### config.mk
export PLATFORM = sky130hd
export DESIGN_NAME = ft_test_engine
export DESIGN_NICKNAME = d
export VERILOG_FILES = /design/src/rtl/ft_test_engine.sv
export SDC_FILE = /design/constraint.sdc
export NUM_CORES = 1
export LEC_CHECK = 0
export CAP_MARGIN = 40
export CORE_MARGIN = 4
export CORE_UTILIZATION = 55
export CTS_BUF_LIST = sky130_fd_sc_hd__clkbuf_16
export DETAILED_ROUTE_END_ITERATION = 7
export PLACE_DENSITY = 0.73
export RECOVER_POWER = 100
export SLEW_MARGIN = 20
export SYNTH_ARGS = -nofsm -noshare
export SYNTH_HDL_FRONTEND = slang
export SYNTH_SLANG_ARGS = --single-unit
### constraint.sdc
create_clock -name sys_clk -period 6.1 [get_ports sys_clk]
set_clock_uncertainty 0.1 [all_clocks]
set_input_delay 0.915 -clock sys_clk [delete_from_list [all_inputs] [get_ports sys_clk]]
set_output_delay 0.915 -clock sys_clk [all_outputs]
set_load 0.02 [all_outputs]
### src/rtl/ft_test_engine.sv
// Command-driven FIFO traffic engine: decodes 64-bit host frames, streams INC/LFSR
// patterns into the TX FIFO, checks RX traffic against the same pattern and reports status.
module ft_test_engine #(
    parameter int unsigned DATA_W         = 8,
    parameter int unsigned LED_W          = 8,
    parameter int unsigned TIMEOUT_CYCLES = 1000000
) (
    input  logic              sys_clk,
    input  logic              sys_rst_n,
    input  logic              rxfifo_empty,
    output logic              rxfifo_rd,
    input  logic              rxfifo_valid,
    input  logic [DATA_W-1:0] rxfifo_data,
    input  logic              txfifo_full,
    output logic              txfifo_wr,
    output logic [DATA_W-1:0] txfifo_data,
    output logic [LED_W-1:0]  led,
    output logic              test_busy,
    output logic [31:0]       err_cnt
);
    localparam int unsigned STAT_WORDS = 1 + 32 / DATA_W;
    localparam int unsigned ST_W       = 3;
    localparam int unsigned TO_W       = $clog2(TIMEOUT_CYCLES);
    localparam logic [TO_W-1:0] TO_LAST   = TO_W'(TIMEOUT_CYCLES - 1);
    localparam logic [31:0]     LFSR_SEED = 32'h0000_0001;

    typedef enum logic [2:0] {
        CMD_WAIT, CMD_READ, CMD_PARSE, TX_TEST, RX_TEST, STATUS
    } state_e;

    state_e            state_q;
    logic [63:0]       window_q;
    logic              mode_q;
    logic [31:0]       n_q, cnt_q, iss_q, lfsr_q, err_q;
    logic [TO_W-1:0]   idle_q;
    logic              timeout_q;
    logic [ST_W-1:0]   st_idx_q;
    logic              rd_q, wr_q, busy_q;
    logic [DATA_W-1:0] data_q;
    logic [LED_W-1:0]  led_q;

    logic [63:0]       window_d;
    logic [31:0]       cnt_d, lfsr_d;
    logic [DATA_W-1:0] pat_cur, pat_next;
    logic [15:0]       frame_code;
    logic [31:0]       frame_arg;
    logic              frame_ok, rx_exit;
    logic [7:0]        status_code;

    assign window_d    = {rxfifo_data, window_q[63:DATA_W]};
    assign frame_ok    = (window_q[63:56] == 8'hAA) && (window_q[7:0] == 8'h55);
    assign frame_code  = window_q[55:40];
    assign frame_arg   = window_q[39:8];

    // Pattern word k: INC uses the word index, LFSR uses the k-th register state.
    assign cnt_d    = cnt_q + 32'd1;
    assign lfsr_d   = {lfsr_q[30:0], lfsr_q[31] ^ lfsr_q[21] ^ lfsr_q[1] ^ lfsr_q[0]};
    assign pat_cur  = mode_q ? lfsr_q[DATA_W-1:0] : cnt_q[DATA_W-1:0];
    assign pat_next = mode_q ? lfsr_d[DATA_W-1:0] : cnt_d[DATA_W-1:0];

    assign rx_exit     = rxfifo_valid ? (cnt_d == n_q) : (idle_q == TO_LAST);
    assign status_code = timeout_q ? 8'hE0 : ((err_q != 32'd0) ? 8'hEE : 8'h42);

    always_ff @(posedge sys_clk or negedge sys_rst_n) begin
        if (!sys_rst_n) begin
            state_q   <= CMD_WAIT;
            window_q  <= '0;
            mode_q    <= 1'b0;
            n_q       <= '0;
            cnt_q     <= '0;
            iss_q     <= '0;
            lfsr_q    <= LFSR_SEED;
            err_q     <= '0;
            idle_q    <= '0;
            timeout_q <= 1'b0;
            st_idx_q  <= '0;
            rd_q      <= 1'b0;
            wr_q      <= 1'b0;
            busy_q    <= 1'b0;
            data_q    <= '0;
            led_q     <= '0;
        end else begin
            rd_q <= 1'b0;
            case (state_q)
                CMD_WAIT: begin
                    if (!rxfifo_empty) begin
                        rd_q    <= 1'b1;
                        state_q <= CMD_READ;
                    end
                end
                CMD_READ: begin
                    if (rxfifo_valid) begin
                        window_q <= window_d;
                        state_q  <= CMD_PARSE;
                    end
                end
                CMD_PARSE: begin
                    state_q <= CMD_WAIT;
                    if (frame_ok) begin
                        window_q  <= '0;
                        n_q       <= frame_arg;
                        cnt_q     <= '0;
                        iss_q     <= '0;
                        idle_q    <= '0;
                        lfsr_q    <= LFSR_SEED;
                        timeout_q <= 1'b0;
                        st_idx_q  <= '0;
                        case (frame_code)
                            16'hBEEF: begin
                                if (frame_arg != 32'd0) begin
                                    state_q <= TX_TEST;
                                    busy_q  <= 1'b1;
                                    wr_q    <= 1'b1;
                                    data_q  <= mode_q ? DATA_W'(LFSR_SEED) : '0;
                                end
                            end
                            16'hCAFE: begin
                                state_q <= (frame_arg == 32'd0) ? STATUS : RX_TEST;
                                busy_q  <= 1'b1;
                                err_q   <= '0;
                            end
                            16'h1ED0: led_q  <= frame_arg[LED_W-1:0];
                            16'h5E1D: mode_q <= frame_arg[0];
                            default: ;
                        endcase
                    end
                end
                TX_TEST: begin
                    if (wr_q && !txfifo_full) begin
                        cnt_q  <= cnt_d;
                        lfsr_q <= lfsr_d;
                        data_q <= pat_next;
                        if (cnt_d == n_q) begin
                            wr_q    <= 1'b0;
                            busy_q  <= 1'b0;
                            state_q <= CMD_WAIT;
                        end
                    end
                end
                RX_TEST: begin
                    if (rxfifo_valid) begin
                        idle_q <= '0;
                        cnt_q  <= cnt_d;
                        lfsr_q <= lfsr_d;
                        if ((rxfifo_data != pat_cur) && (err_q != 32'hFFFF_FFFF)) begin
                            err_q <= err_q + 32'd1;
                        end
                    end else if (idle_q == TO_LAST) begin
                        timeout_q <= 1'b1;
                    end else begin
                        idle_q <= idle_q + TO_W'(1);
                    end
                    // Reads are spaced so the registered strobe never outruns the empty flag.
                    if (rx_exit) begin
                        state_q <= STATUS;
                    end else if (!rxfifo_empty && !rd_q && (iss_q < n_q)) begin
                        rd_q  <= 1'b1;
                        iss_q <= iss_q + 32'd1;
                    end
                end
                STATUS: begin
                    // First cycle latches the code once err/timeout have settled.
                    if (!wr_q) begin
                        wr_q   <= 1'b1;
                        data_q <= DATA_W'(status_code);
                    end else if (!txfifo_full) begin
                        if (st_idx_q == ST_W'(STAT_WORDS - 1)) begin
                            wr_q    <= 1'b0;
                            busy_q  <= 1'b0;
                            state_q <= CMD_WAIT;
                        end else begin
                            st_idx_q <= st_idx_q + ST_W'(1);
                            data_q   <= DATA_W'(err_q >> (DATA_W * 32'(st_idx_q)));
                        end
                    end
                end
                default: state_q <= CMD_WAIT;
            endcase
        end
    end

    assign rxfifo_rd   = rd_q;
    assign txfifo_wr   = wr_q;
    assign txfifo_data = data_q;
    assign led         = led_q;
    assign test_busy   = busy_q;
    assign err_cnt     = err_q;

endmodule

==> results of run 1 <==
kinds of logic after synthesis:
| logic type | count (synthesis) | share of synthesized area, % |
|---|---|---|
| multiplexers | 42 | 3.44 |
| buffers and inverters | 162 | 4.20 |
| adder cells (fa/ha/maj) | 38 | 3.04 |
| XOR/XNOR | 82 | 4.59 |
| flip-flops | 271 | 43.3 |
| AO/OA/AOI/OAI | 401 | 15.5 |
| AND/OR/NAND/NOR | 820 | 25.9 |
critical path: stages (launching register included):
cell and delay [ns]:
dfrtp_1 0.50, ha_1 0.35, nand3_1 0.35, nor4_1 1.24, a21o_1 0.24, a21oi_1 0.09, nor4_1 0.32, nand4_1 0.45
o211ai_1 0.67, buf_8 0.24, or3_1 0.12, nand3_1 0.08
power by group through the flow:
| stage | clock network, W | logic [W] | registers [W] |
|---|---|---|---|
| global route | 0.00186 | 0.00114 | 0.00233 |
| global placement | 0 | 0.00100 | 0.00232 |
| detailed placement | 0 | 0.00104 | 0.00233 |
| floorplan | 0 | 0.000752 | 0.00221 |
| finish | 0.00175 | 0.00102 | 0.00230 |
| CTS | 0.00178 | 0.00104 | 0.00230 |
synthesized netlist by cell type, types with 5 or more instances:
master	n
or4_1	16
dfrtp_1	270
inv_1	56
o21a_1	5
o22ai_1	10
mux2i_1	19
xor2_1	42
nor4b_1	5
o311ai_0	5
o2111ai_1	5
nor4bb_1	7
a31oi_1	17
nor4_1	33
nor2b_1	5
xnor2_1	40
or3_1	12
a211oi_1	7
mux4_2	8
or2_2	6
o31ai_1	25
a21o_1	18
nand3_1	112
nand2b_1	11
buf_1	12
nand2_1	335
and4_1	18
buf_2	16
and3_1	24
nor2_1	110
mux2_2	15
nor3_1	29
and2_1	16
o21ai_0	193
o211ai_1	29
a21oi_1	49
nor3b_1	5
clkbuf_1	72
ha_1	38
nand4_1	55
registers in the layout, summed over array words and instances, names as in the netlist, 3 cells and up:
signal and count:
st_idx_q 3, txfifo_data 8, n_q 32, state_q 3
iss_q 32, cnt_q 32, led 8, err_cnt 32
window_q 64, lfsr_q 32, idle_q 20
cell type report:
class	count	area (um2)	area share [%]
repair buffers	87	797	4.58
well taps	378	473	2.72
clock buffers	31	776	4.46
multi-input cells	1383	8200	47.1
clock inverters	19	159	0.913
diodes	1	2.50	0.0144
inverters	57	214	1.23
flip-flops and latches	271	6780	39.0
metal layers:
| layer | vias up | wire length (um) | GRT usage [%] |
|---|---|---|---|
| met5 | - | 0 | 0 |
| met4 | 0 | 1300 | 7.93 |
| met3 | 81 | 3220 | 4.17 |
| met2 | 585 | 20700 | 45.7 |
| met1 | 6973 | 19900 | 41.5 |
| li1 | 6543 | - | - |
stage by stage:
| stage | cells | worst slack, ns |
|---|---|---|
| finish | 2227 | 1.18 |
| global route | 2226 | 0.798 |
| CTS | 2222 | 1.79 |
| detailed placement | 2172 | 1.82 |
| global placement | 2166 | 1.78 |
| floorplan | 1816 | 2.82 |
path summary, 6_finish.rpt:
check,startpoint,to,cells after the start
hold reg to reg,lfsr_q[15]$_DFFE_PN0P_,lfsr_q[16]$_DFFE_PN0P_,2
min in group sys_clk,lfsr_q[15]$_DFFE_PN0P_,lfsr_q[16]$_DFFE_PN0P_,2
hold / removal,sys_rst_n,cnt_q[25]$_DFFE_PN0P_,1
max in group asynchronous,sys_rst_n,st_idx_q[0]$_DFFE_PN0P_,3
setup reg to reg,cnt_q[0]$_DFFE_PN0P_,iss_q[31]$_DFFE_PN0P_,11
setup / recovery,cnt_q[0]$_DFFE_PN0P_,iss_q[31]$_DFFE_PN0P_,11
==> flow_summary.json, run 1 <==
{
  "synth.avg_cell_area_um2": 8.62,
  "leakagePower_nw": 7.48,
  "max_slew_margin_pct": -96.0,
  "crit_type": "flip-flop to flip-flop",
  "rrSetupSlack_ns": 1.18,
  "hold_ws_ns": 0.237,
  "cts_tree": "built",
  "fin_setup_tns_ns": 0,
  "worstPathRequired_ns": 6.44,
  "synthTopCellsByArea": "dfrtp_1 (43%), nand2_1 (8.0%), o21ai_0 (6.2%)",
  "combinationalPowerShare_pct": 20.1,
  "drive_gt1_share_pct": 5.09,
  "grt_pass1_vias": 13501,
  "cts_setup_buffers": 0,
  "cts_sinks": 271,
  "n_fill_cell": 2478,
  "final_max_slew_viol_count": 402,
  "hold_buffers": 0,
  "pwr_density_cell_nw_per_um2": 292,
  "final_cell_mix": "nand2_1 (335), dfrtp_1 (270), o21ai_0 (194)",
  "p_clk_share_pct": 34.5,
  "ys_seq_area_share_pct": 43.3,
  "nets": 1882,
  "synth_cells": 1816,
  "vias": 14182,
  "die_h_um": 177,
  "fmax_mhz": 203,
  "synth_nets": 1867,
  "clock_latency_ns": 0.57,
  "routedWlPerCell_um": 20.3,
  "seqPwrFrac_pct": 45.3,
  "grt_usage_pct": 28.8,
  "rsz0062_at_grt": "false",
  "failed_checks": "max-capacitance violations, max-slew violations",
  "numCtsBuffers": 31,
  "grt_pass1_wl_um": 73600,
  "antenna_left": 0,
  "ctsResizeCount": 0,
  "worst_pin_slew_ns": 2.94,
  "syn_area_um2": 15700,
  "synth_top_area_share_pct": 43.1,
  "cp-start-kind": "flip-flop",
  "period_share_pct": 80.6,
  "yosysTopAreaCell": "dfrtp_1",
  "ys_seq_elements": 271,
  "power_w": 0.00508,
  "drt_iter0_drc": 1492,
  "hold_class": "primary input to async pin",
  "cts_buffer_depth": 3,
  "cts-root-buf": "clkbuf_16",
  "synth_edf_count": 0,
  "dp_hpwl_um": 31500,
  "dieArea_um2": 31200,
  "place_area_um2": 16600,
  "layout_commonest_cell": "nand2_1",
  "synth_ff_type": "dfrtp_1",
  "grt_max_degree": 122,
  "gpl.final_weighted_congestion": 0.988,
  "final_area_um2": 17400,
  "boundaryPins": 64,
  "cp_max_fo": 16,
  "p_sw_share_pct": 33.9,
  "maxCapViolCount": 8,
  "die_width_um": 177,
  "area_growth_pct": 11.1,
  "worst_ep_arrival_time_ns": 5.25,
  "switching_power_w": 0.00172,
  "floorplan.initialDensity_pct": 56.1,
  "setup-violations-final": 0,
  "min_period_ns": 4.92,
  "h-tree-depth": 1,
  "gr-total-overflow": 0,
  "final_util_pct": 62.3,
  "vias_per_cell": 6.37,
  "cp-end-kind": "flip-flop",
  "drt-total-wl_um": 45100,
  "synth_cell_types": 76,
  "status": "complete, but fails checks",
  "ys_warn_count": 0,
  "fp-row-count": 61,
  "core_area_um2": 27900,
  "hold_viol": 0,
  "async_flop_share_pct": 100,
  "placement.io_buffers": 63,
  "peakVddDrop_mv": 0.294,
  "clk_pin_slew_ns": 0.06,
  "drtPass1Iterations": 6,
  "drc": 0,
  "p_int_w": 0.00336,
  "antenna_found_initial": 0
}
Note: power is estimated with default switching activity, not from simulation.
==> run 2: changes to the inputs <==
--- a/config.mk
+++ b/config.mk
@@ -10,7 +10,7 @@
 export CORE_UTILIZATION = 55
 export CTS_BUF_LIST = sky130_fd_sc_hd__clkbuf_16
 export DETAILED_ROUTE_END_ITERATION = 7
-export PLACE_DENSITY = 0.73
+export PLACE_DENSITY = 0.76
 export RECOVER_POWER = 100
 export SLEW_MARGIN = 20
 export SYNTH_ARGS = -nofsm -noshare
==> constraint.sdc (replaced) <==
create_clock -name sys_clk -period 3.9 [get_ports sys_clk]
set_clock_uncertainty 0.1 [all_clocks]
set_input_delay 0.585 -clock sys_clk [delete_from_list [all_inputs] [get_ports sys_clk]]
set_output_delay 0.585 -clock sys_clk [all_outputs]
set_load 0.02 [all_outputs]
==> run 2 against run 1 <==
  * The flow still finishes with violations (max-capacitance violations, max-slew violations)
  * Register-to-register slack got worse by 0.94 ns
  * Critical path type unchanged
  * Via count rose by 1.1%
  * Total power rose by 65%
  * Highest routed layer is now met5
  * Fmax rose by 34%
  * Global-route usage rose by 0.70 points
==> flow_summary.json, run 2 (synthesis results as in run 1) <==
{
  "clock_latency_ns": 0.56,
  "hold_ws_ns": 0.370,
  "fp-row-count": 61,
  "failed_checks": "max-capacitance violations, max-slew violations",
  "rrSetupSlack_ns": 0.24,
  "placement.io_buffers": 63,
  "r2r_start": "n_q[5]$_DFFE_PN0P_",
  "final_cell_mix": "nand2_1 (335), dfrtp_1 (270), o21ai_0 (195)",
  "cp-end-kind": "flip-flop",
  "worstPathRequired_ns": 4.23,
  "die_width_um": 177,
  "grt_use_met3_pct": 4.46,
  "use_met1_pct": 43.0,
  "holdCritStartpoint": "lfsr_q[29]$_DFFE_PN0P_",
  "drt_iter0_drc": 1590,
  "cpPeakStageDelay_ns": 0.48,
  "drtPass1Iterations": 6,
  "slowest_stage": "o21a_1",
  "grt_pass1_wl_um": 74700,
  "peakVddDrop_mv": 0.462,
  "reg2reg_depth": 12,
  "status": "complete, but fails checks",
  "n_fill_cell": 2388,
  "layout_commonest_cell": "nand2_1",
  "vias_per_cell": 6.37,
  "crit_type": "flip-flop to flip-flop",
  "period_share_pct": 93.8,
  "gpl.final_weighted_congestion": 0.939,
  "antenna_found_initial": 2,
  "holdPathEnd": "lfsr_q[30]$_DFFE_PN0P_",
  "multi_input_area_um2": 8260,
  "area_growth_pct": 13.4,
  "cts_tree": "built",
  "vias": 14345,
  "setup-violations-final": 0,
  "dieArea_um2": 31200,
  "pre_cts_slack_ns": 0.140,
  "busiest_layer": "met2",
  "die_h_um": 177,
  "cts_buffer_depth": 3,
  "drc": 0,
  "routedWlPerCell_um": 20.5,
  "regMostFlops": "window_q",
  "area.sequential_um2": 6780,
  "cts_sinks": 271,
  "r2r-end": "iss_q[14]$_DFFE_PN0P_",
  "max_slew_margin_pct": -102,
  "largest_reg_flops": 64,
  "clk_pin_slew_ns": 0.07,
  "min_period_ns": 3.66,
  "cp_max_fo": 10,
  "grt_max_degree": 150,
  "whs_path_depth": 2,
  "cp-start-kind": "flip-flop",
  "grt_use_met2_pct": 45.9,
  "maxCapViolCount": 4,
  "leakagePower_nw": 7.66,
  "cts-root-buf": "clkbuf_16",
  "grt_usage_pct": 29.5,
  "antenna-diode-count": 0,
  "floorplan.initialDensity_pct": 56.1,
  "fin_setup_tns_ns": 0,
  "dp_hpwl_um": 32300,
  "rsz0062_at_grt": "false",
  "numCtsBuffers": 30,
  "h-tree-depth": 1,
  "grt_pass1_vias": 13555,
  "final_max_slew_viol_count": 377,
  "hold_buffers": 0,
  "pwr_density_cell_nw_per_um2": 472,
  "path_cells": "inv_1, ha_1, a21o_1, a211oi_1, o211ai_1, a21oi_1, o21a_1, nor2_1, clkbuf_2, buf_4, a22oi_1, o31ai_1",
  "cts_setup_buffers": 0,
  "drt-total-wl_um": 46200,
  "setup_slack_ns": 0.243,
  "worst_ep_arrival_time_ns": 3.98,
  "ctsResizeCount": 0,
  "hold_class": "flip-flop to flip-flop",
  "gr-total-overflow": 0,
  "nets": 1902,
  "drive_gt1_share_pct": 7.04,
  "core_area_um2": 27900,
  "power_w": 0.00838,
  "fmax_mhz": 273,
  "hold_viol": 0,
  "boundaryPins": 64,
  "antenna_left": 0,
  "worst_pin_slew_ns": 3.04
}
[run 2: cell types whose count changed in the layout (fill, tap and decap cells not counted), moves of 3 or more]
cell / previous run / this run
clkinv_2: 5 / 2
nor4_2: 1 / 4
buf_4: 5 / 30
clkbuf_1: 12 / 7
buf_8: 4 / 0
clkbuf_2: 1 / 5
bufinv_16: 2 / 7
nor4_1: 35 / 32
[run 2: area by class of cell]
class,instances,share of cell area (%)
Multi-Input combinational cell,1383,46.5
Sequential cell,271,38.2
Timing Repair Buffer,108,5.35
Clock buffer,31,4.37
Tap cell,378,2.66
Clock inverter,25,1.70
Inverter,57,1.21
[run 2: how the worst max path moves through the flow]
stage / slack (ns) / depth (start not counted) / from / end
after floorplan: 0.62 / 13 / cnt_q[1]$_DFFE_PN0P_ / iss_q[17]$_DFFE_PN0P_
after global placement: 0.12 / 10 / cnt_q[4]$_DFFE_PN0P_ / iss_q[23]$_DFFE_PN0P_
after detailed placement: 0.14 / 10 / cnt_q[4]$_DFFE_PN0P_ / iss_q[31]$_DFFE_PN0P_
after CTS: 0.13 / 10 / cnt_q[4]$_DFFE_PN0P_ / iss_q[23]$_DFFE_PN0P_
after global routing: 0.02 / 11 / cnt_q[0]$_DFFE_PN0P_ / iss_q[1]$_DFFE_PN0P_
final: 0.24 / 12 / n_q[5]$_DFFE_PN0P_ / iss_q[14]$_DFFE_PN0P_
[run 2: metal layers]
layer | up-vias | share of wire [%] | routed length [um]
li1 | 6600 | - | -
met1 | 6966 | 43 | 19900
met2 | 662 | 46 | 21100
met3 | 113 | 8.1 | 3720
met4 | 4 | 3.3 | 1520
met5 | - | 0.074 | 34
[run 2: where the power goes]
group / internal, W / switching (W)
Sequential: 0.00314 / 0.000486
Combinational: 0.000568 / 0.00109
Clock: 0.00190 / 0.00120
Total: 0.00560 / 0.00277
[run 2: worst max-delay path: cells and delay by family, from the launching register on]
family / cells / cell delay (ns)
buf+inv: 3 / 0.69
simple gates: 1 / 0.24
compound gates: 7 / 1.77
fa+ha+maj: 1 / 0.30
flops: 1 / 0.40
[run 2: through the flow]
| stage | cell area [um2] | instances | utilization, % |
|---|---|---|---|
| 2_1_floorplan | 15700 | 1816 | - |
| 5_1_grt | 17800 | 2253 | 63.6 |
| 3_5_place_dp | 16700 | 2196 | 60.0 |
| 4_1_cts | 17800 | 2252 | 63.8 |
| 6_report | 17800 | 2253 | 63.6 |
| 3_3_place_gp | 16700 | 2193 | 59.8 |
==> patch: new RTL, flow settings as in run 2 <==
Make the reset (`sys_rst_n`) synchronous in one clocked block.
--- a/src/rtl/ft_test_engine.sv
+++ b/src/rtl/ft_test_engine.sv
@@ -62,5 +62,5 @@
     assign status_code = timeout_q ? 8'hE0 : ((err_q != 32'd0) ? 8'hEE : 8'h42);
 
-    always_ff @(posedge sys_clk or negedge sys_rst_n) begin
+    always_ff @(posedge sys_clk) begin
         if (!sys_rst_n) begin
             state_q   <= CMD_WAIT;
Check against the original RTL: differs if sys_rst_n is asserted again (counterexample within 4 cycles, from zero or initial values and one cycle with sys_rst_n low); with sys_rst_n held inactive, the same outputs for 4 cycles.
==> patch against run 2 <==
Synthesized area shrank 11%. Highest routed layer is now met4. Utilization shrank 0.82 points. First-iteration DRC count shrank 23%. Routed wire length shrank 15%. Setup slack gained 0.012 ns. The run ends with capacitance limit left. Final area shrank 11%. Via count shrank 9.8%. Final cell count shrank 8.3%. Sequential cell count is the same.
Power is not compared: it rests on default switching activity, and its combinational part moved more than twofold at a synthesized area within 25%.
==> patch: results (changes against run 2) <==
Run status
  – Outcome: finished, violations left
  – Failing checks: capacitance limit

Yosys
  – Netlist cell types: 82 (+7.9%)
  – Synth cell count leaders: 271 x dfxtp_1, 243 x nor2_1, 153 x nand2_1, 100 x a22oi_1, 96 x a21oi_1
  – Post-Synthesis Net Count: 1,746 (-6.5%)
  – Mux contribution to synthesized area: 2.93% (-0.51 points)
  – Post-synthesis compound-gate area fraction: 18.6% (+3.1 points)
  – Top cells by area, synth: dfxtp_1 39%, nor2_1 6.5%, a22oi_1 5.4%
  – Synth Area in XOR/XNOR: 6.44% (+1.9 points)
  – Register area share after synthesis: 38.7% (-4.6 points)
  – Synth Area in Adders: 3.40% (+0.36 points)
  – Asr flop ratio synth: 0% (-100 points)

Detailed routing
  – Vias per inst: 6.26 (-1.6%)
  – WL final: 39,100 um (-15%)
  – Iter 0 DRT Violations: 1,218 (-23%)

Layout
  – Fill count: 2,236 (-6.4%)
  – Ratio of cells with drive above 1 in the final layout: 6.46% (-0.58 points)
  – Largest register FFs: 64 (unchanged)
  – N_diodes: 0 (unchanged)
  – Layout Nets: 1,764 (-7.3%)

GRT
  – Global Route met1 Usage: 38.3% (-4.6 points)
  – GR Util met2: 43.2% (-2.7 points)
  – GR Util All Layers: 27.2% (-2.3 points)
  – Largest net degree at the start of global routing: 176 (+17%)
  – Initial antenna violation count: 0 (-2)
  – M3 GR Usage: 3.54% (-0.92 points)

Timing
  – Worst-margin pin slew: 1.47 ns (-1.57 ns)

Setup path
  – Crit path DAT: 3.99 ns (about the same)
  – Max stage delay cell, worst path: o22ai_1
  – Slowest stage delay, CP: 0.52 ns (+0.04 ns)

Place
  – Dpl hpwl: 27,200 um (-16%)
  – Placed inst area: 0.0149 mm^2 (-11%)
  – Gpl congestion: 0.918 (-2.2%)

Job
  – Max Cap Viol: 1 (-3)
## patch: cell count changes after synthesis, sizes merged, moves of 13 or more
cell,change
dfxtp,+271
dfrtp,-270
nand2,-180
nor2,+134
o21ai,-115
a22oi,+96
a21oi,+48
nand3,-36
o211ai,-22
nand4,-16
mux2,-15
or4,-13
## patch: logic make-up (layout without fill, tap and decap cells)
group | Yosys count | after routing
and+or+nand+nor | 701 | 701
AOI/OAI and AO/OA | 395 | 395
muxes | 31 | 31
adders and majority gates | 38 | 38
xor gates and xnor gates | 103 | 103
buffers and inverters | 156 | 196
DFF | 271 | 271
## patch: cell type report
type	instances	area [um^2]	share of cell area (%)
clock inverters	24	240	1.53
clock buffers	28	701	4.45
flip-flops and latches	271	5430	34.4
inverters	50	190	1.21
multi-input cells	1268	7920	50.3
repair buffers	94	866	5.50
well taps	330	413	2.62
## patch: path summary, 6_finish.rpt
path                  from   endpoint  slack, ns
setup / recovery  cnt_q[1]  iss_q[11]       0.26
hold / removal      n_q[2]     n_q[2]       0.37
setup reg to reg  cnt_q[1]  iss_q[11]       0.26
hold reg to reg     n_q[2]     n_q[2]       0.37
## patch: power by group through the flow
stage / clock network, W / logic, W / registers [W]
after floorplan: 0 / 0.000348 / 0.00289
after global placement: 0 / 0.000506 / 0.00290
after detailed placement: 0 / 0.000509 / 0.00290
after CTS: 0.00278 / 0.000511 / 0.00284
after global routing: 0.00289 / 0.000551 / 0.00284
final: 0.00273 / 0.000506 / 0.00284
## patch: routing by layer
metal / vias up / part of all wire (%)
met3: 85 / 6.5
met5: - / 0
met2: 522 / 46
li1: 6158 / -
met1: 6170 / 44
met4: 0 / 3.3
## patch: stage by stage
step                      cells  hold WS (ns)  setup WS (ns)
after floorplan            1695         0.332          0.879
after global placement     2012         0.345          0.464
after detailed placement   2012         0.361          0.372
after CTS                  2064         0.370          0.320
after global routing       2065         0.410        0.00528
final                      2065         0.372          0.255
## patch: worst min-delay path, cell delays in order, from the launching register on
cell and delay [ns]:
dfxtp_1 0.32, nand2_1 0.06, a21oi_1 0.05
